===== config.mk =====
export PLATFORM = sky130hd
export DESIGN_NAME = aes_core_sequencer
export DESIGN_NICKNAME = d
export VERILOG_FILES = /design/src/rtl/aes_seq_pkg.sv /design/src/rtl/aes_serial_shifter.sv /design/src/rtl/aes_core_sequencer.sv
export SDC_FILE = /design/constraint.sdc
export NUM_CORES = 1
export LEC_CHECK = 0
export CAP_MARGIN = 20
export CORE_UTILIZATION = 45
export DETAILED_ROUTE_END_ITERATION = 6
export PLACE_DENSITY = 0.76
export SLEW_MARGIN = 5
export SYNTH_ARGS = -nofsm -noshare
export SYNTH_HDL_FRONTEND = slang
export SYNTH_SLANG_ARGS = --single-unit

===== constraint.sdc =====
create_clock -name clk -period 2.65 [get_ports clk]
set_clock_uncertainty 0.15 [all_clocks]
set_input_delay 0.53 -clock clk [delete_from_list [all_inputs] [get_ports clk]]
set_output_delay 0.53 -clock clk [all_outputs]
set_load 0.02 [all_outputs]

===== src/rtl/aes_seq_pkg.sv =====
// Shared types and constants for the AES core sequencer.
// Load layout is {key, data}, shifted out LSB first.
package aes_seq_pkg;

  localparam int BLOCK_BITS = 128;
  localparam int LOAD_BITS  = 256;
  localparam int CNT_W      = 9;

  localparam logic MODE_ENC = 1'b0;
  localparam logic MODE_DEC = 1'b1;

  typedef enum logic [2:0] {
    IDLE,
    SETUP,
    SHIFT_IN,
    PROCESS,
    READ_SETUP,
    SHIFT_OUT,
    RESP
  } state_t;

endpackage


===== src/rtl/aes_serial_shifter.sv =====
// 256-bit PISO/SIPO shift register with a 9-bit bit counter.
// Shifts right; serial input enters at the MSB.
module aes_serial_shifter
  import aes_seq_pkg::*;
(
  input  logic                  clk,
  input  logic                  rst,
  input  logic                  load,
  input  logic [LOAD_BITS-1:0]  load_val,
  input  logic                  shift,
  input  logic                  sin,
  input  logic                  clr,
  input  logic                  count,
  input  logic [CNT_W-1:0]      last,
  output logic                  lsb,
  output logic [BLOCK_BITS-1:0] capture,
  output logic                  tc
);

  logic [LOAD_BITS-1:0] q;
  logic [CNT_W-1:0]     cnt;

  // Shift register: parallel load or shift right.
  always_ff @(posedge clk) begin
    if (rst) begin
      q <= '0;
    end else if (load) begin
      q <= load_val;
    end else if (shift) begin
      q <= {sin, q[LOAD_BITS-1:1]};
    end
  end

  // Bit counter: reloads to 0 on each state entry.
  always_ff @(posedge clk) begin
    if (rst || clr) begin
      cnt <= '0;
    end else if (count) begin
      cnt <= cnt + 1'b1;
    end
  end

  assign lsb     = q[0];
  // Upper half as it will be after the pending shift.
  assign capture = {sin, q[LOAD_BITS-1:BLOCK_BITS+1]};
  assign tc      = (cnt == last);

endmodule


===== src/rtl/aes_core_sequencer.sv =====
// Serial front end for one Encrypt and one Decrypt core.
// Loads {key,data} serially, waits, then reads the result.
module aes_core_sequencer
  import aes_seq_pkg::*;
#(
  parameter int LOAD_GAP = 1,
  parameter int TIMEOUT  = 64
) (
  input  logic                  clk,
  input  logic                  rst,
  input  logic                  req_valid,
  output logic                  req_ready,
  input  logic                  req_mode,
  input  logic [BLOCK_BITS-1:0] req_data,
  input  logic [BLOCK_BITS-1:0] req_key,
  output logic                  rsp_valid,
  input  logic                  rsp_ready,
  output logic [BLOCK_BITS-1:0] rsp_data,
  output logic                  rsp_mode,
  output logic                  rsp_err,
  output logic                  cs_enc,
  output logic                  miso_enc,
  input  logic                  mosi_enc,
  input  logic                  finished_enc,
  output logic                  cs_dec,
  output logic                  miso_dec,
  input  logic                  mosi_dec,
  input  logic                  finished_dec
);

  localparam logic [CNT_W-1:0] GAP_LAST = CNT_W'(LOAD_GAP - 1);
  localparam logic [CNT_W-1:0] IN_LAST  = CNT_W'(LOAD_BITS - 1);
  localparam logic [CNT_W-1:0] OUT_LAST = CNT_W'(BLOCK_BITS - 1);
  localparam logic [7:0]       TO_LAST  = 8'(TIMEOUT - 1);

  state_t state;
  logic   mode;
  logic [7:0] tcnt;

  logic is_enc, fin, sin, go, to_hit;
  logic load, shift, count, leave, lsb, tc;
  logic [CNT_W-1:0]      last;
  logic [BLOCK_BITS-1:0] capture;

  // Core muxing and shifter control for the current state.
  always_comb begin
    is_enc = (mode == MODE_ENC);
    fin    = is_enc ? finished_enc : finished_dec;
    sin    = is_enc ? mosi_enc : mosi_dec;
    go     = req_valid & req_ready;
    to_hit = (tcnt == TO_LAST);
    load   = (state == IDLE) & go;
    count  = (state == SETUP) | (state == SHIFT_IN) |
             (state == READ_SETUP) | (state == SHIFT_OUT);
    shift  = ((state == SETUP) & tc) |
             ((state == SHIFT_IN) & !tc) |
             (state == SHIFT_OUT);
    last   = GAP_LAST;
    unique case (1'b1)
      (state == SHIFT_IN):  last = IN_LAST;
      (state == SHIFT_OUT): last = OUT_LAST;
      default:              last = GAP_LAST;
    endcase
    leave = 1'b0;
    case (state)
      IDLE:       leave = go;
      PROCESS:    leave = fin | to_hit;
      RESP:       leave = rsp_ready;
      default:    leave = tc;
    endcase
  end

  aes_serial_shifter u_shifter (
    .clk      (clk),
    .rst      (rst),
    .load     (load),
    .load_val ({req_key, req_data}),
    .shift    (shift),
    .sin      (sin),
    .clr      (leave),
    .count    (count),
    .last     (last),
    .lsb      (lsb),
    .capture  (capture),
    .tc       (tc)
  );

  // Sequencer FSM with registered outputs.
  always_ff @(posedge clk) begin
    if (rst) begin
      state     <= IDLE;
      mode      <= MODE_ENC;
      tcnt      <= '0;
      req_ready <= 1'b0;
      rsp_valid <= 1'b0;
      rsp_data  <= '0;
      rsp_mode  <= 1'b0;
      rsp_err   <= 1'b0;
      cs_enc    <= 1'b0;
      cs_dec    <= 1'b0;
      miso_enc  <= 1'b0;
      miso_dec  <= 1'b0;
    end else begin
      case (state)
        IDLE: begin
          req_ready <= !go;
          if (go) begin
            state  <= SETUP;
            mode   <= req_mode;
            cs_enc <= (req_mode == MODE_ENC);
            cs_dec <= (req_mode == MODE_DEC);
          end
        end
        SETUP: begin
          if (tc) begin
            state    <= SHIFT_IN;
            miso_enc <= is_enc & lsb;
            miso_dec <= !is_enc & lsb;
          end
        end
        SHIFT_IN: begin
          if (tc) begin
            state    <= PROCESS;
            tcnt     <= '0;
            cs_enc   <= 1'b0;
            cs_dec   <= 1'b0;
            miso_enc <= 1'b0;
            miso_dec <= 1'b0;
          end else begin
            miso_enc <= is_enc & lsb;
            miso_dec <= !is_enc & lsb;
          end
        end
        PROCESS: begin
          tcnt <= tcnt + 8'd1;
          if (fin) begin
            state  <= READ_SETUP;
            cs_enc <= is_enc;
            cs_dec <= !is_enc;
          end else if (to_hit) begin
            state     <= RESP;
            rsp_valid <= 1'b1;
            rsp_err   <= 1'b1;
            rsp_data  <= '0;
            rsp_mode  <= mode;
          end
        end
        READ_SETUP: begin
          if (tc) state <= SHIFT_OUT;
        end
        SHIFT_OUT: begin
          if (tc) begin
            state     <= RESP;
            cs_enc    <= 1'b0;
            cs_dec    <= 1'b0;
            rsp_valid <= 1'b1;
            rsp_err   <= 1'b0;
            rsp_data  <= capture;
            rsp_mode  <= mode;
          end
        end
        RESP: begin
          if (rsp_ready) begin
            state     <= IDLE;
            rsp_valid <= 1'b0;
            rsp_err   <= 1'b0;
            req_ready <= 1'b1;
          end
        end
        default: state <= IDLE;
      endcase
    end
  end

endmodule


# Word-level counts from Yosys, hierarchy flattened
# Cells that the tools add are included.
[word_totals]
output_inout_bits = 136
register_bits = 413
inputBits = 265
[op_classes]
n_bitwise = 14
n_reduce_logical = 20
muxes = 46
eq_ne = 19
addsub = 2
[op_table]
columns = ["operator", "count"]
rows = [
  ["2-to-1 mux 256 bit", 2],
  ["2-to-1 mux 128 bit", 3],
  ["case mux 128 bit (2 select lines)", 1],
  ["case mux 8 bit (2 select lines)", 2],
  ["2-to-1 mux 3 bit", 8],
  ["case mux 3 bit (7 select lines)", 1],
  ["2-to-1 mux 1 bit", 19],
  ["inequality test 2 bit, second input constant", 9],
  ["case mux 1 bit (3 select lines)", 5],
  ["nonzero test 2 bit", 5],
  ["adder 9 x 1 -> 9 bit, second input constant", 1],
  ["== test 3 bit, second input constant", 3],
  ["== test 9 x 8 -> 1 bit", 1],
  ["adder 8 x 1 -> 8 bit, second input constant", 1],
  ["== test 8 x 6 -> 1 bit, second input constant", 1],
  ["2-to-1 mux 8 bit", 1],
  ["case mux 1 bit (2 select lines)", 4],
  ["AND reduction 2 bit", 4],
  ["AND reduction 4 bit", 2],
  ["AND reduction 7 bit", 1],
  ["bitwise AND 1 bit", 6],
  ["== test 3 x 2 -> 1 bit, second input constant", 2],
  ["OR 1 bit", 6],
  ["nonzero test 3 bit", 2],
  ["other kinds (9)", 11],
]

# Logic depth before layout (Yosys ltp)
[depth]
word_depth = 9
mapped_depth = 10

# Modules after synthesis
# Synthesis repeated with hierarchy kept, for this count alone.
[unflattened]
cells_unflattened = 2005
area_unflattened_um2 = 20158.1
[modules_own_cells]
columns = ["module", "n_inst", "area_per_inst_um2", "cells_each", "seq_area_each_um2"]
rows = [
  ["aes_serial_shifter", 1, 13402.9, 1293, 5305.1],
  ["aes_core_sequencer", 1, 6755.2, 712, 2962.8],
]

# Least setup slack after synthesis
# No wires, ideal clock.
[synth_timing]
path_kind = "reg2reg"
startpoint = "register state[0]"
endpoint = "register u_shifter.q[142]"
slack_ns = 0.077
period_less_slack_ns = 2.573
path_stages_with_launch = 10
setup_time_ns = 0.091
n_path_buf = 3
t_arrival_ns = 2.332
required_ns = 2.409
cell_sequence = "dfxtp_1 > clkbuf_1 > or3b_1 > a211oi_2 > o21ai_1 > a221oi_4 > buf_2 > buf_4 > nor2_1 > a311oi_1"
[synth_between]
elab_chain_cells = 8
word_cells_on_any_way = 14
cone_classes = "4 x eq/ne; 2 x mux; 5 x bitwise; 3 x reduce/logical"
[synth_rtl]
columns = ["item", "line_no", "rtl"]
rows = [
  ["start: declaration", "aes_core_sequencer.sv:36", "state_t state;"],
  ["start signal: assignment", "aes_core_sequencer.sv:91", "state <= IDLE;"],
  ["start signal: assignment", "aes_core_sequencer.sv:108", "state <= SETUP;"],
  ["start signal: assignment", "aes_core_sequencer.sv:116", "state <= SHIFT_IN;"],
  ["== test 3 bit / == test 3 x 2 -> 1 bit (equally long branches)", "--", ""],
  ["case mux 8 bit (2 select lines)", "aes_core_sequencer.sv:59", "unique case (1'b1)"],
  ["== test 9 x 8 -> 1 bit", "aes_serial_shifter.sv:46", "assign tc = (cnt == last);"],
  ["logical NOT 1 bit", "aes_core_sequencer.sv:56", "((state == SHIFT_IN) & !tc) |"],
  ["bitwise AND 1 bit", "aes_core_sequencer.sv:56", ""],
  ["OR 1 bit", "aes_core_sequencer.sv:55", "shift = ((state == SETUP) & tc) |"],
  ["OR 1 bit", "aes_core_sequencer.sv:56", ""],
  ["nonzero test 2 bit (no source line)", "--", ""],
  ["end signal: assignment", "aes_serial_shifter.sv:28", "q <= load_val;"],
  ["end signal: assignment", "aes_serial_shifter.sv:30", "q <= {sin, q[LOAD_BITS-1:1]};"],
  ["end: declaration", "aes_serial_shifter.sv:20", "logic [LOAD_BITS-1:0] q;"],
]
# Parallel ways exist; a longest one is shown, timed or not.
# A chain may end at the register's enable or synchronous reset.

# Worst setup path in the final report
[layout_timing]
startpoint = "register state[0]"
endpoint = "register u_shifter.q[207]"
# Same word-level chain as after synthesis.

==> results by group <==
Power and ir drop
  – Power Density: 1220 mW/mm2
  – Largest vdd supply drop: 0.911 mV
  – Leak: 8.12 nW

CTS
  – CTS buffer count: 44
  – Worst-case clock buffer depth: 3
  – CTS H-tree lvls: 2
  – CTS Sinks: approximately 410
  – Clk root buf: clkbuf_16
  – Clk pin slew, worst setup/hold paths: roughly 60 ps
  – Worst skew pair latency: around 560 ps
  – TritonCTS clock tree: built

Yosys
  – Share of the synthesized area in the top cell type: between 40% and 50%
  – Post-synthesis cell area: 0.0170 mm2
  – Fraction of registers with async set/reset: 0%
  – Synthesized flop and latch total: 413
  – Post-Syn Nets: 2449
  – Synth cell types: 45
  – Synth top area cells: dfxtp_1 (49%), nand2_1 (15%), a311oi_1 (13%)
  – Top FF cell, synth: dfxtp_1
  – EDFF count, synth: 0
  – Yosys Warn Count: 0
  – Most frequent cell after synthesis: nand2_1
  – Syn Inst Count: 2182
  – Register area share after synthesis: 48.6%
  – Most frequent cells after synthesis: nand2_1 (657), dfxtp_1 (413), nor2_1 (280)
  – Area leader, netlist: dfxtp_1
  – Average size of a mapped cell: just under 8 um2

Timing
  – Slew at the pin closest to its max-slew limit: 679 ps
  – Final worst slack: -8.87 ps
  – Max-slew headroom: 54.7%
  – F_max: 376 MHz
  – Final period util: 100%
  – Final critical-path required period: 2660 ps
  – RSZ-0062 raised after global routing: true
  – Fin Hold WS: between 200 and 300 ps
  – Count of final hold-check violations: 0
  – Setup violators final: 1
  – Slew Viols, Final: 0

Job
  – Maxcap violations: 0

Floorplan
  – IO Count: 401
  – Die Y: 196 um
  – Die Area: 0.0386 mm2
  – Die W: 196 um
  – Starting density of the core: between 40% and 50%
  – Rows: 70
  – Core Box Area: roughly 0.037 mm2

Layout
  – Utilization after layout: 64.4%
  – Share of layout cells above drive strength 1: around 7.5%
  – Synth-to-Final Area Change: 39.6%
  – Nets@finish: ~2800

Global route
  – GR Util All Layers: a little over a quarter
  – Initial antenna violation count: 4
  – GRT overflow: 0
  – Number of global-route vias before repair: 15725
  – Largest net degree at the start of global routing: 148
  – First-pass GRT wire length: slightly above 80000 um

Routing
  – WL per Instance: 17.8 um
  – Number of remaining DRC errors: 0
  – Initial DRC count: 1379
  – Remaining antenna violation count: 0
  – Number of detailed-route iterations in the first pass: 5
  – Via/cell ratio: roughly 5.6
  – Vias after detailed routing: 17258
  – Final WL: 54600 um

Critical path
  – CP Class: flop to flop
  – Critical Path AT: 2970 ps
  – CP max FO: 23
  – Worst endpoint required time: between 2000 and 3000 ps
  – CP Launch Type: flop
  – Crit. End Element: flop

Min path
  – HP Class: input port to flop

Placed design
  – HPWL Detailed: 34300 um
  – GPL Wtd Cong: 0.858
  – PortBufs: 400

Run status
  – Status: finished with violations
  – Violated checks: negative setup slack
## repair_timing
action,in CTS,in global routing
pin swaps,1,69
setup endpoints to repair,23,207
gates resized for setup,4,33
cloned,0,15
hold buffers,0,0
setup buffers,3,9
## state kept, by name, indices dropped and copies added (netlist names)
signal         count
cs_dec             1
cs_enc             1
miso_dec           1
miso_enc           1
mode               1
req_ready          1
rsp_data         128
rsp_err            1
rsp_mode           1
rsp_valid          1
state              3
tcnt               8
u_shifter.cnt      9
u_shifter.q      256
## critical path: stages (launching register included)
cell and delay (ps):
dfxtp_2 340, or3b_4 430, and4_1 180, or2_4 250, a221oi_4 310, buf_4 190
clkbuf_16 190, buf_12 170, nor2_1 60, a311oi_1 270
## final cells by class
type                    instances  area [um2]
diodes                          2        5.00
clock buffers                  64        1260
clock inverters                16         189
fillers                      3049       13100
inverters                       8        30.0
multi-input cells            1555        7910
flip-flops and latches        413        8270
well taps                     504         631
repair buffers                503        5450
## path summary, 6_finish.rpt
| path | from | to | slack (ps) | depth (start not counted) |
|---|---|---|---|---|
| max | state[0] | u_shifter.q[207] | -9 | 9 |
| min reg2reg | rsp_data[19] | rsp_data[19] | 300 | 2 |
| max reg2reg | state[0] | u_shifter.q[207] | -9 | 9 |
| min | rst | rsp_data[62] | 280 | 2 |
## per-stage QoR
step | cell area [um2] | worst slack (ps) | std cells | setup TNS [ps] | power [mW]
final | 23700 | -8.87 | 3065 | -8.87 | 29.0
after global routing | 23700 | -94.8 | 3063 | -8520 | 30.8
after CTS | 23100 | 0.403 | 3039 | 0 | 26.0
after detailed placement | 21600 | -215 | 2956 | -37960 | 19.7
after global placement | 21600 | -151 | 2956 | -24560 | 19.1
after floorplan | 17000 | 77.4 | 2182 | 0 | 16.8
## cell usage in the layout, fill, tap and decap left out, drive strengths merged, types with 2 or more instances in the layout
| cell type | count |
|---|---|
| a211oi | 2 |
| a21oi | 142 |
| a221oi | 2 |
| a311oi | 261 |
| a31oi | 2 |
| a32oi | 2 |
| and3 | 4 |
| and4 | 3 |
| buf | 90 |
| bufinv | 4 |
| clkbuf | 78 |
| clkdlybuf4s50 | 399 |
| clkinv | 11 |
| clkinvlp | 2 |
| dfxtp | 413 |
| diode | 2 |
| ha | 2 |
| inv | 7 |
| mux2i | 6 |
| nand2 | 657 |
| nand2b | 7 |
| nand3 | 133 |
| nand3b | 3 |
| nand4 | 4 |
| nor2 | 280 |
| nor3 | 4 |
| nor4 | 2 |
| o2111ai | 2 |
| o21a | 2 |
| o21ai | 10 |
| o2bb2ai | 3 |
| o31ai | 2 |
| or2 | 3 |
| xnor2 | 5 |
| xor2 | 4 |
## where the power goes
part           internal [mW]  switching, mW
sequential              7.65          0.821
combinational           6.40           7.90
clock                   3.69           2.52
## layer usage
layer	GRT usage (%)	share of wire [%]
met3	6.74	9.5
met5	0	0.095
met1	35.0	42
met4	7.38	2.1
met2	41.1	46
## cells by family (layout without fill, tap and decap cells)
logic type               count (synthesis)  after routing  share of synthesized area, %
buffers and inverters                  214            591                          5.40
adder cells (fa/ha/maj)                  2              2                         0.147
AO/OA/AOI/OAI                          435            435                          19.1
flip-flops                             413            413                          48.6
other                                    0              2                             0
XOR/XNOR                                 9              9                         0.464
AND/OR/NAND/NOR                       1103           1103                          25.9
multiplexers                             6              6                         0.353
Note: power is estimated with default switching activity, not from simulation.
